`config.mk`:
```
export PLATFORM = sky130hd
export DESIGN_NAME = accelbrot_com_vdelay
export DESIGN_NICKNAME = d
export VERILOG_FILES = /design/src/rtl/accelbrot_com_pkg.sv /design/src/rtl/accelbrot_com_tapmux.sv /design/src/rtl/accelbrot_com_vdelay.sv
export SDC_FILE = /design/constraint.sdc
export NUM_CORES = 2
export LEC_CHECK = 0
export BUFFER_PORTS_ARGS = -buffer_cell sky130_fd_sc_hd__buf_2
export CAP_MARGIN = 0
export CORE_MARGIN = 5
export CORE_UTILIZATION = 40
export CTS_CLUSTER_DIAMETER = 120
export CTS_CLUSTER_SIZE = 40
export DETAILED_ROUTE_END_ITERATION = 10
export PLACE_DENSITY = 0.55
export SYNTH_ARGS = -nofsm -noshare
export SYNTH_HDL_FRONTEND = slang
export SYNTH_SLANG_ARGS = --single-unit
```
`constraint.sdc`:
```
create_clock -name clk -period 8.61 [get_ports clk]
set_input_delay 0.861 -clock clk [delete_from_list [all_inputs] [get_ports clk]]
set_output_delay 0.861 -clock clk [all_outputs]
set_load 0.03 [all_outputs]
```
`src/rtl/accelbrot_com_pkg.sv`:
```
// accelbrot_com_pkg: shared types for the accelbrot common blocks
package accelbrot_com_pkg;
    typedef enum logic {VD_RUN, VD_DRAIN} vdelay_state_t;
endpackage

```
`src/rtl/accelbrot_com_tapmux.sv`:
```
// accelbrot_com_tapmux: N:1 mux of {valid, data} stages, selected by a tap index
module accelbrot_com_tapmux #(
    parameter int N  = 16,
    parameter int W  = 32,
    parameter int SW = $clog2(N + 1)
) (
    input  logic [N-1:0]  v,
    input  logic [W-1:0]  d [N],
    input  logic [SW-1:0] sel,
    output logic          v_o,
    output logic [W-1:0]  d_o
);
    always_comb begin
        v_o = 1'b0;
        d_o = d[0];
        for (int i = 0; i < N; i++)
            if (sel == SW'(i)) begin
                v_o = v[i];
                d_o = d[i];
            end
    end
endmodule

```
`src/rtl/accelbrot_com_vdelay.sv`:
```
// accelbrot_com_vdelay: multi-channel valid-tagged delay line with runtime latency 0..MAX_DEPTH
module accelbrot_com_vdelay
    import accelbrot_com_pkg::*;
#(
    parameter int               MAX_DEPTH  = 16,
    parameter int               WIDTH      = 32,
    parameter int               NUM_CH     = 2,
    parameter logic [WIDTH-1:0] INIT       = '0,
    parameter int               DEPTH_INIT = 1,
    localparam int              DW         = $clog2(MAX_DEPTH + 1)
) (
    input  logic                    clk,
    input  logic                    rstn,
    input  logic                    clken,
    input  logic                    flush,
    input  logic [DW-1:0]           depth_sel,
    input  logic                    in_valid,
    output logic                    in_ready,
    input  logic [NUM_CH*WIDTH-1:0] in_data,
    output logic                    out_valid,
    output logic [NUM_CH*WIDTH-1:0] out_data,
    output logic [DW-1:0]           depth_cur,
    output logic [DW-1:0]           in_flight
);
    localparam int            BW   = NUM_CH * WIDTH;
    localparam logic [DW-1:0] MAXD = DW'(MAX_DEPTH);
    vdelay_state_t state_q, state_d;
    logic [DW-1:0] depth_q, depth_d, cnt_q, cnt_d, eff_sel, tap_sel;
    logic [MAX_DEPTH-1:0] v_q, v_d;
    logic [BW-1:0] d_q [MAX_DEPTH];
    logic [BW-1:0] d_d [MAX_DEPTH];
    logic [BW-1:0] tap_d;
    logic tap_v, accept, deliver;

    assign eff_sel   = depth_sel > MAXD ? MAXD : depth_sel;
    assign in_ready  = state_q == VD_RUN && eff_sel == depth_q;
    assign accept    = in_valid && in_ready && clken && !flush;
    assign tap_sel   = depth_q - DW'(1);
    assign out_valid = depth_q == '0 ? in_valid && in_ready : tap_v;
    assign out_data  = depth_q == '0 ? in_data : tap_d;
    assign deliver   = clken && out_valid && depth_q != '0;
    assign depth_cur = depth_q;
    assign in_flight = cnt_q;

    accelbrot_com_tapmux #(.N(MAX_DEPTH), .W(BW), .SW(DW)) u_tap (
        .v   (v_q),
        .d   (d_q),
        .sel (tap_sel),
        .v_o (tap_v),
        .d_o (tap_d)
    );

    // valids beyond the tap are zeroed on every shift so a later depth increase sees no stale entries
    always_comb begin
        cnt_d   = flush ? '0 : (!clken || depth_q == '0) ? cnt_q : cnt_q + DW'(accept) - DW'(deliver);
        v_d[0]  = !flush && (clken ? accept && depth_q != '0 : v_q[0]);
        d_d[0]  = clken && !flush ? in_data : d_q[0];
        for (int i = 1; i < MAX_DEPTH; i++) begin
            v_d[i] = !flush && (clken ? v_q[i-1] && DW'(i) < depth_q : v_q[i]);
            d_d[i] = clken && !flush ? d_q[i-1] : d_q[i];
        end
        state_d = state_q;
        depth_d = depth_q;
        if (clken && !flush) begin
            if (state_q == VD_RUN)
                state_d = eff_sel != depth_q ? VD_DRAIN : VD_RUN;
            else if (cnt_d == '0) begin
                state_d = VD_RUN;
                depth_d = eff_sel;
            end
        end
    end

    always_ff @(posedge clk) begin
        if (!rstn) begin
            state_q <= VD_RUN;
            depth_q <= DW'(DEPTH_INIT);
            cnt_q   <= '0;
            v_q     <= '0;
            d_q     <= '{default: {NUM_CH{INIT}}};
        end else begin
            state_q <= state_d;
            depth_q <= depth_d;
            cnt_q   <= cnt_d;
            v_q     <= v_d;
            d_q     <= d_d;
        end
    end
endmodule

```
# == Word-level counts from Yosys, hierarchy flattened ==
# Index checks and enable logic that the tools add are counted.
# op_classes
n_reduce_logical,47
add_sub_neg,3
bitwise_logic,1
n_eq_ne,17
muxes,55
magnitude_cmp,16
# ops
op,n
$mux W64,16
$eq A5 B4 Y1 const B,8
$lt A4 B5 Y1 const A,8
$logic_and A1 B1 Y1,39
$mux W1,36
$eq A5 B3 Y1 const B,4
$lt A3 B5 Y1 const A,4
$logic_not A5 Y1,3
$mux W5,3
$eq A5 B2 Y1 const B,2
$lt A2 B5 Y1 const A,2
$add A5 B1 Y5,1
$eq A5 B1 Y1 const B,1
$eq A5 B5 Y1,1
$gt A5 B5 Y1 const B,1
$lt A1 B5 Y1 const A,1
$ne A5 B5 Y1,1
$reduce_bool A5 Y1,1
$sub A5 B1 Y5,1
$sub A5 B1 Y5 const B,1
$reduce_and A3 Y1,1
$logic_not A1 Y1,2
$logic_or A1 B1 Y1,1
$not A1 Y1,1
# word_totals
output_inout_bits,76
wordCells,159
inputBits,74
register_bits,1051

# == Logic depth before layout (Yosys ltp) ==
# logic_depth
word_depth,27
mapped_depth,20
ltp_nobuf,16

# == Modules after synthesis ==
# A second synthesis with hierarchy kept.
# unflattened
hier_cells,6509
area_unflattened_um2,46485.8
# modules_own_cells
mod,instances,area_each_um2,seq_area_each_um2,cells_per_inst
accelbrot_com_vdelay,1,37060.5,21040.2,4851
accelbrot_com_tapmux,1,9425.3,0.0,1658

# == Worst setup path before layout ==
# No wires, ideal clock.
# synth_timing
path_type,input-to-reg
start,input depth_sel[0]
end,"register depth_q[0], in the netlist depth_cur[0]"
setup_ps,93
arrival_ps,4324
stages,15
required_time_ps,8517
path_buffers,0
path_slack_ps,4193
cell_sequence,xnor2_1 > a32oi_1 > or2_2 > a2111oi_4 > nand3_2 > ha_1 > inv_1 > ha_1 > fa_1 > xor2_1 > a2111oi_0 > a31oi_1 > nor4b_2 > nand2_2 > o311ai_2
# synth_via
elab_chain_len,13
word_cells_on_any_way,16
cone_classes,2 x add/sub; 1 x order compare; 1 x eq/ne; 4 x mux; 8 x reduce/logical
# synth_lines
element,line,source
start: declaration,accelbrot_com_vdelay.sv:16,"input logic [DW-1:0] depth_sel,"
$gt A5 B5 Y1,accelbrot_com_vdelay.sv:35,assign eff_sel = depth_sel > MAXD ? MAXD : depth_sel;
$mux W5 (*),accelbrot_com_vdelay.sv:35,
$eq A5 B5 Y1 (*),accelbrot_com_vdelay.sv:36,assign in_ready = state_q == VD_RUN && eff_sel == depth_q;
$logic_and A1 B1 Y1 (*),accelbrot_com_vdelay.sv:36,
via in_ready,accelbrot_com_vdelay.sv:18,"output logic in_ready,"
$logic_and A1 B1 Y1 (*),"accelbrot_com_vdelay.sv:37, accelbrot_com_vdelay.sv:39",
$logic_and A1 B1 Y1 / $mux W1 (equally long branches),"accelbrot_com_vdelay.sv:37, accelbrot_com_vdelay.sv:39",
"$logic_and A1 B1 Y1, on equally long branches","accelbrot_com_vdelay.sv:37, accelbrot_com_vdelay.sv:41",
$add A5 B1 Y5 / $logic_and A1 B1 Y1 (equally long branches),"accelbrot_com_vdelay.sv:55, accelbrot_com_vdelay.sv:41",
$sub A5 B1 Y5 (*),accelbrot_com_vdelay.sv:55,cnt_d = flush ? '0 : (!clken || depth_q == '0) ? cnt_q : cnt_q + DW'(accept) - DW'(deliver);
$mux W5 (*) (2 in a row),accelbrot_com_vdelay.sv:55,
$logic_not A5 Y1 (*),accelbrot_com_vdelay.sv:67,else if (cnt_d == '0) begin
$reduce_and A3 Y1 (no source line) (*),-,
end signal: assignment,accelbrot_com_vdelay.sv:77,depth_q <= DW'(DEPTH_INIT);
end signal: assignment,accelbrot_com_vdelay.sv:83,depth_q <= depth_d;
end: declaration,accelbrot_com_vdelay.sv:28,"logic [DW-1:0] depth_q, depth_d, cnt_q, cnt_d, eff_sel, tap_sel;"
# The timed path passes the listed nets; every way through them passes the cells marked *.
# A chain may end at the register's enable or synchronous reset.

# == Final worst setup path ==
# layout_timing
start,"register depth_q[1], in the netlist depth_cur[1]"
end,output out_data[37]
# layout_via
elab_chain_len,18
word_cells_on_any_way,33
cone_classes,1 x add/sub; 15 x eq/ne; 16 x mux; 1 x reduce/logical
# layout_lines
element,line,source
$sub A5 B1 Y5,accelbrot_com_vdelay.sv:38,assign tap_sel = depth_q - DW'(1);
$eq A5 B1 Y1,accelbrot_com_tapmux.sv:17,if (sel == SW'(i)) begin
$mux W64 (15 in a row),accelbrot_com_tapmux.sv:17,
$mux W64 (*),accelbrot_com_vdelay.sv:40,assign out_data = depth_q == '0 ? in_data : tap_d;
end: declaration,accelbrot_com_vdelay.sv:21,"output logic [NUM_CH*WIDTH-1:0] out_data,"
# Mark *: on every way between the ends. The rest lies on a longest branch, timed or not.

==> impl_metrics.csv <==
group,metric,value,unit
cells_and_area,ff_latch_area,21060,µm²
clocking,root_buffer,"clkbuf_16",
synth,synth_edf_count,0,
cells_and_area,final_util,42.22,%
synth,ys_types,84,
detailed_routing,firstDrtPassIters,8,
global_route,antenna_found_initial,8,
cells_and_area,layout_common_cells,"nand2_1, a21oi_1, dfxtp_1",
cells_and_area,final_common_cell,"nand2_1",
worst_setup_path,r2r-start,"depth_cur[2]$_SDFFE_PN0P_",
synth,ys_seq_area_share,45.28,%
timing,hold_violations,0,
synth,synth.largest_area_cell,"dfxtp_1",
worst_setup_path,cp_max_fo,53,
floorplanning,rows,125,
timing,skew,0.04195,ns
min_path,hold_start,"in_data[10]",
synth,synth_area,46460,µm²
clocking,cts-hold-fix-buffers,0,
power_and_ir_drop,p_leak,15.48,nW
cells_and_area,multiInputGateArea,23070,µm²
cells_and_area,area_growth,5.167,%
timing,relSlewSlack,6.872,%
clocking,insertion_delay,0.69,ns
worst_setup_path,worstSetupPathType,"reg2out",
global_route,overflow,0,
detailed_routing,finalWirelength,179300,µm
place,hpwlAfterDp,106600,µm
global_route,grt_pass1_vias,40007,
power_and_ir_drop,vdd_drop_max,126.8,µV
timing,clock.fmax,154.2,MHz
clocking,clk_pin_slew,0.15,ns
place,port_buffers,149,
floorplanning,initial_core_util,40.15,%
worst_setup_path,crit_path_start,"depth_cur[1]$_SDFFE_PN0P_",
clocking,cts.sinks,1051,
synth,synth_top_cell_area_share,45.28,%
outcome,status,"finished clean",
synth,avgSynthCellArea,7.381,µm²
cells_and_area,n_fill_cell,11976,
detailed_routing,drc_errors,0,
global_route,grt_usage,27.69,%
clocking,cts_buffers,34,
detailed_routing,final_antenna_net_count,0,
min_path,hold_class,"in2reg",
worst_setup_path,cp-start-kind,"register",
synth,synth.net_count,6375,
cells_and_area,nets,6100,
timing,fin_crit_sh,75.34,%
run,cap_viol_max_count,0,
synth,synth_ff_type,"dfxtp_1",
clocking,post_cts_buffers,0,
timing,slew_violations,0,
detailed_routing,viasPerCell,5.892,
clocking,htree_levels,2,
floorplanning,io_pins,150,
worst_setup_path,worstPathRequired,7.75,ns
timing,rsz0062_at_grt,"false",
worst_setup_path,crit_arrival,5.63,ns
floorplanning,die_area,123100,µm²
synth,synthArstFlopShare,0,%
timing,tightest_slew,1.397,ns
place,gp_congestion,0.8828,
worst_setup_path,cp-end-kind,"output port",
clocking,cts_resized,0,
synth,yosysWarnings,0,
timing,setup_tns,0,ns
floorplanning,core_area,115700,µm²
synth,ys_seq_elements,1051,
synth,synthTopCellsByArea,"dfxtp_1, nand2_1, a21oi_1, clkbuf_1, o21ai_0",
global_route,grt_pass1_wl,262500,µm
cells_and_area,drive_above_1_share,6.062,%
floorplanning,fp.dieH,350.8,µm
power_and_ir_drop,p_per_area,164.5,nW/µm²
synth,synth_cells,6295,
timing,fin_crit,6.487,ns
global_route,grt_max_degree,244,
detailed_routing,drt_iter0_markers,5752,
timing,finalSetupViolations,0,
clocking,clk_path_buf_depth,3,
detailed_routing,via_count,44577,
detailed_routing,routedWlPerCell,23.70,µm
floorplanning,die_x,350.8,µm
clocking,cts_tree,"done",
## critical path: stages, from the launching register on
cell	delay (ns)
dfxtp_4	0.92
buf_4	0.69
nor2_4	0.27
nand2_2	0.71
buf_4	0.58
a21oi_1	0.07
o21ai_0	0.24
o211ai_1	0.13
o21ai_0	0.89
buf_2	0.35
## per-stage QoR
| stage | instance area (µm²) | worst slack [ns] | hold WS, ns | cells | power [mW] |
|---|---|---|---|---|---|
| 6_report | 48870 | 2.123 | 0.4215 | 7566 | 8.036 |
| 2_1_floorplan | 46460 | 4.193 | 0.4360 | 6295 | 5.380 |
| 3_5_place_dp | 47720 | 3.048 | 0.4469 | 7508 | 5.592 |
| 5_1_grt | 48860 | 2.093 | 0.3930 | 7562 | 8.287 |
| 4_1_cts | 48860 | 2.287 | 0.3800 | 7562 | 8.094 |
| 3_3_place_gp | 47720 | 3.049 | 0.4418 | 7508 | 5.591 |
## cells by family (layout without fill, tap and decap cells)
family          Yosys count  in the layout  synth area share, %
simple gates           2511           2511                21.35
compound gates         2122           2122                27.06
flops                  1051           1051                45.28
buf+inv                 568            311                5.318
mux                      31             31               0.6974
fa+ha+maj                 6              6               0.1777
xor+xnor                  6              6               0.1131
other cells               0              4                    0
## synth_stat cells, types with 34 or more instances
cell type and n:
a211oi_1 34, o21ai_0 209, a221oi_1 63, nand2_1 2213
o22ai_1 55, dfxtp_1 1051, nor2_1 139, a22o_1 44
o221ai_1 38, o211ai_1 51, a21oi_1 1269, a22oi_1 80
buf_2 168, a2bb2oi_1 44, clkbuf_1 347
## power breakdown
group / leakage (nW) / internal, mW / switching, mW
clock network: 0.559 / 0.923 / 1.62
logic: 6.44 / 0.115 / 0.470
registers: 8.47 / 4.88 / 0.0247
## sequential cells by signal, summed over array words and instances, names as in the netlist
register / flops
depth_cur: 5
state_q: 1
v_q: 16
d_q: 1024
in_flight: 5
## per-layer routing
layer,routed length [µm],vias to the layer above,global-route usage [%]
li1,-,20939,-
met1,80050,21534,39.57
met2,78180,1792,42.61
met3,14230,310,4.550
met4,6821,2,9.188
met5,13,-,0
## worst paths after layout
kind                               endpoint  slack, ns  cells after the start
setup reg to reg  depth_cur[0]$_SDFFE_PN1P_       2.96                     15
setup / recovery               out_data[37]       2.12                      9
hold reg to reg       d_q[410]$_SDFFE_PN0P_       0.45                      2
hold / removal        d_q[970]$_SDFFE_PN0P_       0.42                      3
## cell type report
cell class                      count  share of cell area, %
Multi-Input combinational cell   4676                  47.21
Sequential cell                  1051                  43.09
Tap cell                         1524                  3.902
Timing Repair Buffer              244                  3.318
Clock buffer                       40                  1.892
Clock inverter                     14                 0.4404
Inverter                           13                 0.1255
Antenna cell                        4                0.02048
Note: power is estimated with default switching activity, not from simulation.
